<file path="config.mk">
export PLATFORM = sky130hd
export DESIGN_NAME = alu_exec_unit_flat
export DESIGN_NICKNAME = d
export VERILOG_FILES = /design/src/rtl/alu_exec_unit_if.sv /design/src/rtl/alu_exec_unit.sv /design/src/flat_wrapper.sv
export SDC_FILE = /design/constraint.sdc
export NUM_CORES = 1
export LEC_CHECK = 0
export CELL_PAD_IN_SITES_DETAIL_PLACEMENT = 1
export CELL_PAD_IN_SITES_GLOBAL_PLACEMENT = 1
export CORE_UTILIZATION = 45
export CTS_BUF_LIST = sky130_fd_sc_hd__clkbuf_16
export CTS_CLUSTER_DIAMETER = 150
export CTS_CLUSTER_SIZE = 20
export DETAILED_ROUTE_END_ITERATION = 8
export PLACE_DENSITY_LB_ADDON = 0.25
export SYNTH_ARGS = -nofsm -noshare
export SYNTH_HDL_FRONTEND = slang
export SYNTH_SLANG_ARGS = --single-unit
</file>
<file path="constraint.sdc">
create_clock -name clk -period 10.56 [get_ports clk]
set_input_delay 3.168 -clock clk [delete_from_list [all_inputs] [get_ports clk]]
set_output_delay 3.168 -clock clk [all_outputs]
set_load 0.03 [all_outputs]
</file>
<file path="src/rtl/alu_exec_unit_if.sv">
// Execute-stage bundle: operands and control in, result/flags/HI-LO and start/busy/done out.
interface alu_exec_unit_if;
    logic        start;
    logic [5:0]  ctrl;
    logic [31:0] a;
    logic [31:0] b;
    logic [4:0]  shamt;
    logic [31:0] result;
    logic        zero;
    logic [31:0] hi;
    logic [31:0] lo;
    logic        busy;
    logic        done;
    logic        div_by_zero;

    modport master (
        output start, ctrl, a, b, shamt,
        input  result, zero, hi, lo, busy, done, div_by_zero
    );

    modport slave (
        input  start, ctrl, a, b, shamt,
        output result, zero, hi, lo, busy, done, div_by_zero
    );
endinterface

</file>
<file path="src/rtl/alu_exec_unit.sv">
// Registered ALU with iterative mult/div into HI/LO; 1-cycle ops, mult/div done 34 cycles after start.
// Stalls via busy: start is ignored while busy, nothing is queued.
module alu_exec_unit (
    input  logic          clk,
    input  logic          reset,
    alu_exec_unit_if.slave bus
);
    typedef enum logic [1:0] {IDLE, MUL, DIV, FIX} state_t;

    state_t      state;
    logic [5:0]  cnt;
    logic [63:0] acc;
    logic [31:0] mb;
    logic        sign_a;
    logic        sign_b;
    logic        is_div;
    logic [31:0] result_q;
    logic        zero_q;
    logic [31:0] hi_q;
    logic [31:0] lo_q;
    logic        busy_q;
    logic        done_q;
    logic        dbz_q;

    logic [31:0] op_res;
    logic        op_zero;
    logic        br;
    logic        br_cond;
    logic        op_mult;
    logic        op_div;
    logic [31:0] a_abs;
    logic [31:0] b_abs;
    logic        unused_ctrl_msb;

    assign unused_ctrl_msb = bus.ctrl[5];
    assign op_mult = (bus.ctrl[4:0] == 5'b01000);
    assign op_div  = (bus.ctrl[4:0] == 5'b01010);
    assign a_abs   = bus.a[31] ? 32'(-bus.a) : bus.a;
    assign b_abs   = bus.b[31] ? 32'(-bus.b) : bus.b;

    always_comb begin
        op_res  = '0;
        br      = 1'b0;
        br_cond = 1'b0;
        case (bus.ctrl[4:0])
            5'b00000: op_res = bus.a & bus.b;
            5'b00010: op_res = bus.a | bus.b;
            5'b00110: op_res = bus.a ^ bus.b;
            5'b11000: op_res = ~(bus.a | bus.b);
            5'b00100: op_res = bus.a + bus.b;
            5'b01100: op_res = bus.a - bus.b;
            5'b01110,
            5'b00111: op_res = {31'h0, $signed(bus.a) < $signed(bus.b)};
            5'b10000: op_res = bus.b << bus.shamt;
            5'b10010: op_res = bus.b >> bus.shamt;
            5'b10100: op_res = $signed(bus.b) >>> bus.shamt;
            5'b10110: op_res = bus.b << bus.a[4:0];
            5'b00011: op_res = {bus.b[15:0], 16'h0};
            5'b01111: op_res = hi_q;
            5'b00001: op_res = lo_q;
            5'b11010: begin br = 1'b1; br_cond = (bus.a != bus.b);       end
            5'b11100: begin br = 1'b1; br_cond = ($signed(bus.a) <= 0);  end
            5'b11110: begin br = 1'b1; br_cond = ($signed(bus.a) > 0);   end
            default:  op_res = '0;
        endcase
        op_zero = br ? br_cond : (op_res == 32'h0);
    end

    // Shift-add: multiplier sits in acc[31:0], partial product grows in acc[63:32].
    logic [32:0] mul_sum;
    logic [63:0] mul_next;
    assign mul_sum  = {1'b0, acc[63:32]} + (acc[0] ? {1'b0, mb} : 33'h0);
    assign mul_next = {mul_sum, acc[31:1]};

    // Restoring divide: remainder in acc[63:32], dividend shifts out of acc[31:0] as quotient shifts in.
    logic [32:0] div_rs;
    logic [31:0] div_diff;
    logic        div_borrow;
    logic [63:0] div_next;
    assign div_rs     = {acc[63:32], acc[31]};
    assign div_diff   = div_rs[31:0] - mb;
    assign div_borrow = (div_rs < {1'b0, mb});
    assign div_next   = div_borrow ? {div_rs[31:0], acc[30:0], 1'b0}
                                   : {div_diff,     acc[30:0], 1'b1};

    logic [63:0] fix_val;
    always_comb begin
        if (is_div) begin
            fix_val[31:0]  = (sign_a ^ sign_b) ? 32'(-acc[31:0]) : acc[31:0];
            fix_val[63:32] = sign_a ? 32'(-acc[63:32]) : acc[63:32];
        end else begin
            fix_val = (sign_a ^ sign_b) ? 64'(-acc) : acc;
        end
    end

    always_ff @(posedge clk or posedge reset) begin
        if (reset) begin
            state    <= IDLE;
            cnt      <= '0;
            acc      <= '0;
            mb       <= '0;
            sign_a   <= 1'b0;
            sign_b   <= 1'b0;
            is_div   <= 1'b0;
            result_q <= '0;
            zero_q   <= 1'b0;
            hi_q     <= '0;
            lo_q     <= '0;
            busy_q   <= 1'b0;
            done_q   <= 1'b0;
            dbz_q    <= 1'b0;
        end else begin
            done_q <= 1'b0;
            dbz_q  <= 1'b0;
            case (state)
                IDLE: begin
                    if (bus.start) begin
                        if (op_div && bus.b == 32'h0) begin
                            done_q   <= 1'b1;
                            dbz_q    <= 1'b1;
                            result_q <= lo_q;
                            zero_q   <= (lo_q == 32'h0);
                        end else if (op_mult || op_div) begin
                            sign_a <= bus.a[31];
                            sign_b <= bus.b[31];
                            is_div <= op_div;
                            cnt    <= '0;
                            busy_q <= 1'b1;
                            acc    <= {32'h0, op_div ? a_abs : b_abs};
                            mb     <= op_div ? b_abs : a_abs;
                            state  <= op_div ? DIV : MUL;
                        end else begin
                            result_q <= op_res;
                            zero_q   <= op_zero;
                            done_q   <= 1'b1;
                        end
                    end
                end
                MUL, DIV: begin
                    acc <= (state == DIV) ? div_next : mul_next;
                    cnt <= cnt + 6'd1;
                    if (cnt == 6'd31)
                        state <= FIX;
                end
                FIX: begin
                    hi_q     <= fix_val[63:32];
                    lo_q     <= fix_val[31:0];
                    result_q <= fix_val[31:0];
                    zero_q   <= (fix_val[31:0] == 32'h0);
                    done_q   <= 1'b1;
                    busy_q   <= 1'b0;
                    state    <= IDLE;
                end
                default: state <= IDLE;
            endcase
        end
    end

    assign bus.result      = result_q;
    assign bus.zero        = zero_q;
    assign bus.hi          = hi_q;
    assign bus.lo          = lo_q;
    assign bus.busy        = busy_q;
    assign bus.done        = done_q;
    assign bus.div_by_zero = dbz_q;
endmodule

</file>
<file path="src/flat_wrapper.sv">
// flat-port wrapper written by rule: the top's interface ports become plain ports
module alu_exec_unit_flat 
  (clk, reset, bus_start, bus_ctrl, bus_a, bus_b, bus_shamt, bus_result, bus_zero, bus_hi, bus_lo, bus_busy, bus_done, bus_div_by_zero);
  alu_exec_unit_if bus_i ();
  input  logic clk;
  input  logic reset;
  input wire logic [$bits(bus_i.start)-1:0] bus_start;
  input wire logic [$bits(bus_i.ctrl)-1:0] bus_ctrl;
  input wire logic [$bits(bus_i.a)-1:0] bus_a;
  input wire logic [$bits(bus_i.b)-1:0] bus_b;
  input wire logic [$bits(bus_i.shamt)-1:0] bus_shamt;
  output wire logic [$bits(bus_i.result)-1:0] bus_result;
  output wire logic [$bits(bus_i.zero)-1:0] bus_zero;
  output wire logic [$bits(bus_i.hi)-1:0] bus_hi;
  output wire logic [$bits(bus_i.lo)-1:0] bus_lo;
  output wire logic [$bits(bus_i.busy)-1:0] bus_busy;
  output wire logic [$bits(bus_i.done)-1:0] bus_done;
  output wire logic [$bits(bus_i.div_by_zero)-1:0] bus_div_by_zero;
  assign bus_i.start = bus_start;
  assign bus_i.ctrl = bus_ctrl;
  assign bus_i.a = bus_a;
  assign bus_i.b = bus_b;
  assign bus_i.shamt = bus_shamt;
  assign bus_result = bus_i.result;
  assign bus_zero = bus_i.zero;
  assign bus_hi = bus_i.hi;
  assign bus_lo = bus_i.lo;
  assign bus_busy = bus_i.busy;
  assign bus_done = bus_i.done;
  assign bus_div_by_zero = bus_i.div_by_zero;
  alu_exec_unit u_core (.clk(clk), .reset(reset), .bus(bus_i));
endmodule
</file>
==> results.toml, run 1 <==
[status]
status = "complete, no violations"

[clocking]
clock-sinks = 207
clock_latency_ns = 0.54
cts_tree = "built"
htreeDepth = 1
cts_resized = 0
clkTransAtPathRegs_ns = 0.09
cts_inserted_buffers = 14
post_cts_buffers = 0
cts_max_path_buffers = 3
cts_root_buffer = "clkbuf_16"
holdBufCountCts = 0

[synthesis]
yosys.area_share.simple_pct = 21.37
synth_compound_gate_area_share_pct = 29.34
synthAdderAreaFrac_pct = 8.024
syn_area_um2 = 27820
syn_nets = 4013
synth_top_family_by_area = "compound AO/OA/AOI/OAI gates"
synth_xor_area_share_pct = 6.265
ys_seq_area_share_pct = 18.62
synth_mux_area_share_pct = 9.472
synth_cell_type_count = 105
avgSynthCellArea_um2 = 7.400
yosysWarnings = 0
synth_edf_count = 0
synth-main-ff-cell = "dfrtp_1"
syn_inst = 3759
synth_seq_cells = 207
synthArstFlopShare_pct = 100.0

[detailed_routing]
ant_nets = 0
firstDrtPassIters = 7
wl_um = 145500
wire_per_inst_um = 32.16
vias = 31480
first_iter_violations = 3639
viasPerCell = 6.959
drc_errors = 0

[pwr]
power_per_cell_area_nw_per_um2 = 251.1
ir_drop_v = 0.0002471
p_leak_uw = 0.01216

[final_layout]
multiInputGateArea_um2 = 20810
num-nets-final = 3995
fill_cells = 7608
regArea_um2 = 5180
syn_to_final_growth_pct = 9.297
drive_gt1_share_pct = 7.993
fin_cells = 4524

[setup_path]
r2r_start = "u_core.acc[0]"
critPathLaunchType = "input port"
r2r_slack_ns = 5.67
crit_required_ns = 11.00
path_cells = "clkdlybuf4s50_1 > buf_4 > nor2b_2 > buf_4 > nand2_2 > a311oi_1 > a21boi_0 > mux2_2 > nand2_1 > o21ai_0 > a211o_1 > or4b_1 > and2b_2 > nand4b_1 > o21ai_1"
timing.critical_path.slowest_stage_cell = "a311oi_1"
critPathCaptureType = "flip-flop"
rr_worst_depth = 16
max_stage_delay_ns = 0.99
cp.arrival_ns = 8.91
reg2reg_to = "u_core.acc[61]"
crit_path_start = "bus_ctrl[2]"
critical_path_peak_fanout = 24
cpMostUsedCell = "buf_4"
crit_type = "input port to flip-flop"

[floorplan]
ios = 178
die_x_um = 250.6
start_util_pct = 45.83
rows = 90
dieHeight_um = 250.6
core-area_um2 = 60700
die-area_um2 = 62820

[timing]
worstMarginPinSlew_ns = 1.277
hold_violations = 0
fin_crit_ns = 8.469
fin_setup_tns_ns = 0
slew_headroom_pct = 14.36
skew_ns = 0.03763
setup_viol = 0
max_freq_mhz = 118.1
period_share_pct = 80.20
drv_slew = 0
rsz0062_at_grt = "false"

[place]
routabilityCongestion = 1.147
dp_hpwl_um = 112800
place_inst = 4506
numPortBuffers = 176

[hold_path]
min_path_cells = 2
min_to = "u_core.bus.result[20]"
min_from = "u_core.bus.result[20]"
hold_path.class = "flip-flop to flip-flop"

[global_route]
track_usage_pct = 45.15
grt_pass1_vias = 30310
grt_pass1_wl_um = 209600
antenna_found_initial = 4
grt_start_max_net_pins = 87
grt-ovfl-total = 0

[job]
cap_violations = 0
state kept, by name (all words and copies together), names as in the netlist:
name	flops
u_core.is_div	1
u_core.bus.lo	32
u_core.bus.result	32
u_core.bus.busy	1
u_core.bus.div_by_zero	1
u_core.mb	32
u_core.state	2
u_core.bus.zero	1
u_core.cnt	6
u_core.sign_a	1
u_core.sign_b	1
u_core.acc	64
u_core.bus.hi	32
u_core.bus.done	1
worst max path at each step:
stage,to,depth (start not counted)
3_3_place_gp,u_core.bus.zero,15
3_5_place_dp,u_core.bus.zero,15
5_1_grt,u_core.bus.zero,15
6_report,u_core.bus.zero,15
4_1_cts,u_core.bus.zero,15
2_1_floorplan,u_core.acc[0],1
Yosys cell counts, types with 26 or more instances:
cell | n | area (µm²)
nor2_1 | 409 | 1535
nand2_1 | 359 | 1348
a21oi_1 | 341 | 1707
o21ai_0 | 271 | 1356
clkbuf_1 | 231 | 867.1
dfrtp_1 | 207 | 5180
ha_1 | 172 | 2152
inv_1 | 155 | 581.8
xnor2_1 | 151 | 1323
a211oi_1 | 105 | 788.3
mux2i_1 | 90 | 900.9
nand3_1 | 90 | 450.4
nor3_1 | 85 | 425.4
mux2_2 | 67 | 754.5
nand2b_1 | 62 | 387.9
a21o_1 | 57 | 427.9
a22oi_1 | 53 | 397.9
xor2_1 | 48 | 420.4
nand4_1 | 46 | 287.8
nor4_1 | 44 | 275.3
o21a_1 | 44 | 330.3
mux4_2 | 43 | 968.4
o211ai_1 | 41 | 307.8
a31oi_1 | 38 | 237.7
o31ai_1 | 31 | 232.7
a221oi_1 | 30 | 262.8
nor2b_1 | 27 | 168.9
buf_1 | 26 | 97.59
report_power, final:
group	total, µW	leakage, µW	switching [µW]	internal (µW)
sequential	1910	0.00250	764	1150
clock	557	0.000186	313	244
combinational	5160	0.00947	3240	1930
total	7640	0.0122	4310	3320
cells by family after synthesis:
group,after synthesis
compound gates,1247
xor+xnor,199
fa+ha+maj,176
buf+inv,461
flops,207
mux,201
simple gates,1268
cells in the final DEF, fill, tap and decap left out, types with 83 or more instances in the layout:
cell type	Yosys	final
a211oi_1	105	105
a21oi_1	341	341
buf_4	11	95
clkdlybuf4s50_1	0	172
dfrtp_1	207	207
ha_1	172	169
inv_1	155	154
mux2i_1	90	90
nand2_1	359	357
nand3_1	90	89
nor2_1	409	409
nor3_1	85	83
o21ai_0	271	271
xnor2_1	151	150
per-layer routing:
layer / share of wire, % / GRT usage (%)
met1: 39 / 57.73
met2: 42 / 66.99
met3: 10 / 10.94
met4: 8.1 / 30.78
met5: 0.070 / 1.004
per-stage QoR:
stage	hold WS, ns	total power [µW]	utilization [%]	area, µm²	setup slack [ns]
after floorplan	0.4497	5022	-	27820	1.740
after global placement	0.4606	6768	49.45	30010	1.874
after global routing	0.5062	8031	50.09	30400	2.003
after CTS	0.4912	7492	50.08	30390	2.435
after detailed placement	0.4710	6918	49.45	30010	1.900
final	0.4827	7636	50.09	30400	2.091
final cells by class:
type                            instances  share of cell area, %
Clock buffer                           14                  1.152
Tap cell                              782                  3.218
Timing Repair Buffer                  272                  8.099
Sequential cell                       207                  17.04
Clock inverter                          2                 0.1070
Multi-Input combinational cell       3091                  68.44
Inverter                              155                  1.938
Antenna cell                            1               0.008230
critical path, delay by kind of cell:
family,cells,cell delay (ns)
and+or+nand+nor,6,2.11
AOI/OAI and AO/OA,5,2.00
buffers and inverters,3,1.15
muxes,1,0.46
(Power assumes the default switching activity.)
==> run 2: changes to the inputs <==
--- a/config.mk
+++ b/config.mk
@@ -7,7 +7,7 @@
 export LEC_CHECK = 0
 export CELL_PAD_IN_SITES_DETAIL_PLACEMENT = 1
 export CELL_PAD_IN_SITES_GLOBAL_PLACEMENT = 1
-export CORE_UTILIZATION = 45
+export CORE_UTILIZATION = 41
 export CTS_BUF_LIST = sky130_fd_sc_hd__clkbuf_16
 export CTS_CLUSTER_DIAMETER = 150
 export CTS_CLUSTER_SIZE = 20
==> constraint.sdc (replaced) <==
create_clock -name clk -period 7.3 [get_ports clk]
set_input_delay 2.19 -clock clk [delete_from_list [all_inputs] [get_ports clk]]
set_output_delay 2.19 -clock clk [all_outputs]
set_load 0.03 [all_outputs]
==> results.toml, run 2 (synthesis results as in run 1) <==
[status]
status = "complete, no violations"

[final_layout]
largest-register = "u_core.acc"
final_cell_mix = "nor2_1, nand2_1, a21oi_1, o21ai_0, buf_4"
multiInputGateArea_um2 = 20810
syn_to_final_growth_pct = 13.56
final_common_cell = "nor2_1"
fill_cells = 8427
regArea_um2 = 5180
num-nets-final = 4125
drive_gt1_share_pct = 11.08
largest_register_ffs = 64
fin_cells = 4747

[place]
routabilityCongestion = 1.102
place_inst = 4728
numPortBuffers = 176
dp_hpwl_um = 126400

[timing]
rsz0062_at_grt = "false"
drv_slew = 0
slew_headroom_pct = 13.60
worstMarginPinSlew_ns = 1.282
hold_violations = 0
skew_ns = 0.05518
max_freq_mhz = 144.4
fin_crit_ns = 6.925
period_share_pct = 94.86
setup_viol = 0
fin_setup_tns_ns = 0

[setup_path]
timing.critical_path.slowest_stage_cell = "or4_1"
crit_required_ns = 7.73
cp_top_family = "simple AND/OR/NAND/NOR gates"
critPathLaunchType = "input port"
critPathCaptureType = "flip-flop"
crit_type = "input port to flip-flop"
critical_path_peak_fanout = 5
path_buf_inv = 5
max_stage_delay_ns = 0.70
path_cells = "clkdlybuf4s50_1 > buf_4 > inv_1 > ha_1 > inv_1 > fa_1 > nor2b_1 > o311ai_0 > a21oi_1 > xor2_1 > o22ai_1 > or4_1 > a211o_2 > nor3_1 > buf_4 > nand4_1 > nor4_1 > nand4_1 > o21ai_1"
r2r_slack_ns = 2.22
cp.arrival_ns = 7.36

[detailed_routing]
first_iter_violations = 3945
vias = 31980
wire_per_inst_um = 33.13
top_layer = "met5"
routed-wl-met2_um = 67370
ant_nets = 0
drc_errors = 0
drt-met1-wl_um = 63640
viasPerCell = 6.736
wl_um = 157300
met3_length_um = 14280
firstDrtPassIters = 8

[floorplan]
start_util_pct = 41.42
die-area_um2 = 68890
rows = 95
ios = 178
die_x_um = 262.5
core-area_um2 = 67160
dieHeight_um = 262.5

[global_route]
antenna_found_initial = 4
grt_pass1_vias = 30980
grt_start_max_net_pins = 107
track_usage_pct = 44.36
grt-ovfl-total = 0
grt_pass1_wl_um = 224000

[clocking]
cts_inserted_buffers = 14
htreeDepth = 1
cts_root_buffer = "clkbuf_16"
clock_latency_ns = 0.54
holdBufCountCts = 0
cts_resized = 0
cts_tree = "built"
post_cts_buffers = 0
cts_max_path_buffers = 3
clock-sinks = 207
clkTransAtPathRegs_ns = 0.09

[pwr]
ir_drop_v = 0.0002948
power_per_cell_area_nw_per_um2 = 355.7
p_leak_uw = 0.01281

[job]
cap_violations = 0

[hold_path]
hold_path.class = "flip-flop to flip-flop"
==> run 2: changes by cell type in the layout (fill, tap and decap cells not counted), sizes merged <==
cell,delta
clkbuf,-1
diode,+1
buf,+131
clkinv,-1
clkinvlp,+2
==> run 2: worst paths after layout <==
path                                 startpoint                    to  depth (start not counted)
setup / recovery                       bus_a[0]       u_core.bus.zero                         19
hold / removal             u_core.bus.result[9]  u_core.bus.result[9]                          2
setup reg to reg                  u_core.acc[0]        u_core.acc[61]                         16
hold reg to reg            u_core.bus.result[9]  u_core.bus.result[9]                          2
max in group asynchronous                 reset     u_core.bus.lo[18]                          3
min in group asynchronous                 reset        u_core.acc[41]                          2
==> run 2: worst min-delay path, cell delays in order, from the launching register on <==
cell and delay (ns):
dfrtp_1 0.35, nand2_1 0.05, o21ai_0 0.06
==> run 2: area by class of cell <==
cell class,count,area share (%)
Antenna cell,2,0.01584
Multi-Input combinational cell,3091,65.86
Sequential cell,207,16.40
Tap cell,873,3.458
Timing Repair Buffer,402,11.20
Clock buffer,14,1.109
Clock inverter,3,0.1030
Inverter,155,1.854
==> run 2: metal layers <==
metal	vias up	global-route usage, %
li1	13960	-
met1	15990	57.41
met2	1619	67.79
met3	399	9.052
met4	6	27.27
met5	-	0
==> run 2: where the power goes <==
part	internal [µW]	total (µW)	leakage (µW)	switching [µW]
Sequential	1660	2780	0.00250	1120
Combinational	2880	7640	0.0101	4760
Clock	354	816	0.000184	462
Total	4890	11200	0.0128	6340
==> run 2: stage by stage <==
stage / instance area (µm²) / util [%] / setup WS [ns] / hold slack [ns] / total power [µW]
3_3_place_gp: 31200 / 46.46 / 0.2062 / 0.4608 / 10040
3_5_place_dp: 31200 / 46.46 / 0.1384 / 0.4696 / 10220
6_report: 31590 / 47.04 / 0.3753 / 0.4916 / 11240
2_1_floorplan: 27820 / - / 1.468 / 0.4497 / 7265
5_1_grt: 31590 / 47.03 / 0.4155 / 0.5157 / 11840
4_1_cts: 31590 / 47.03 / 0.6250 / 0.4924 / 11080
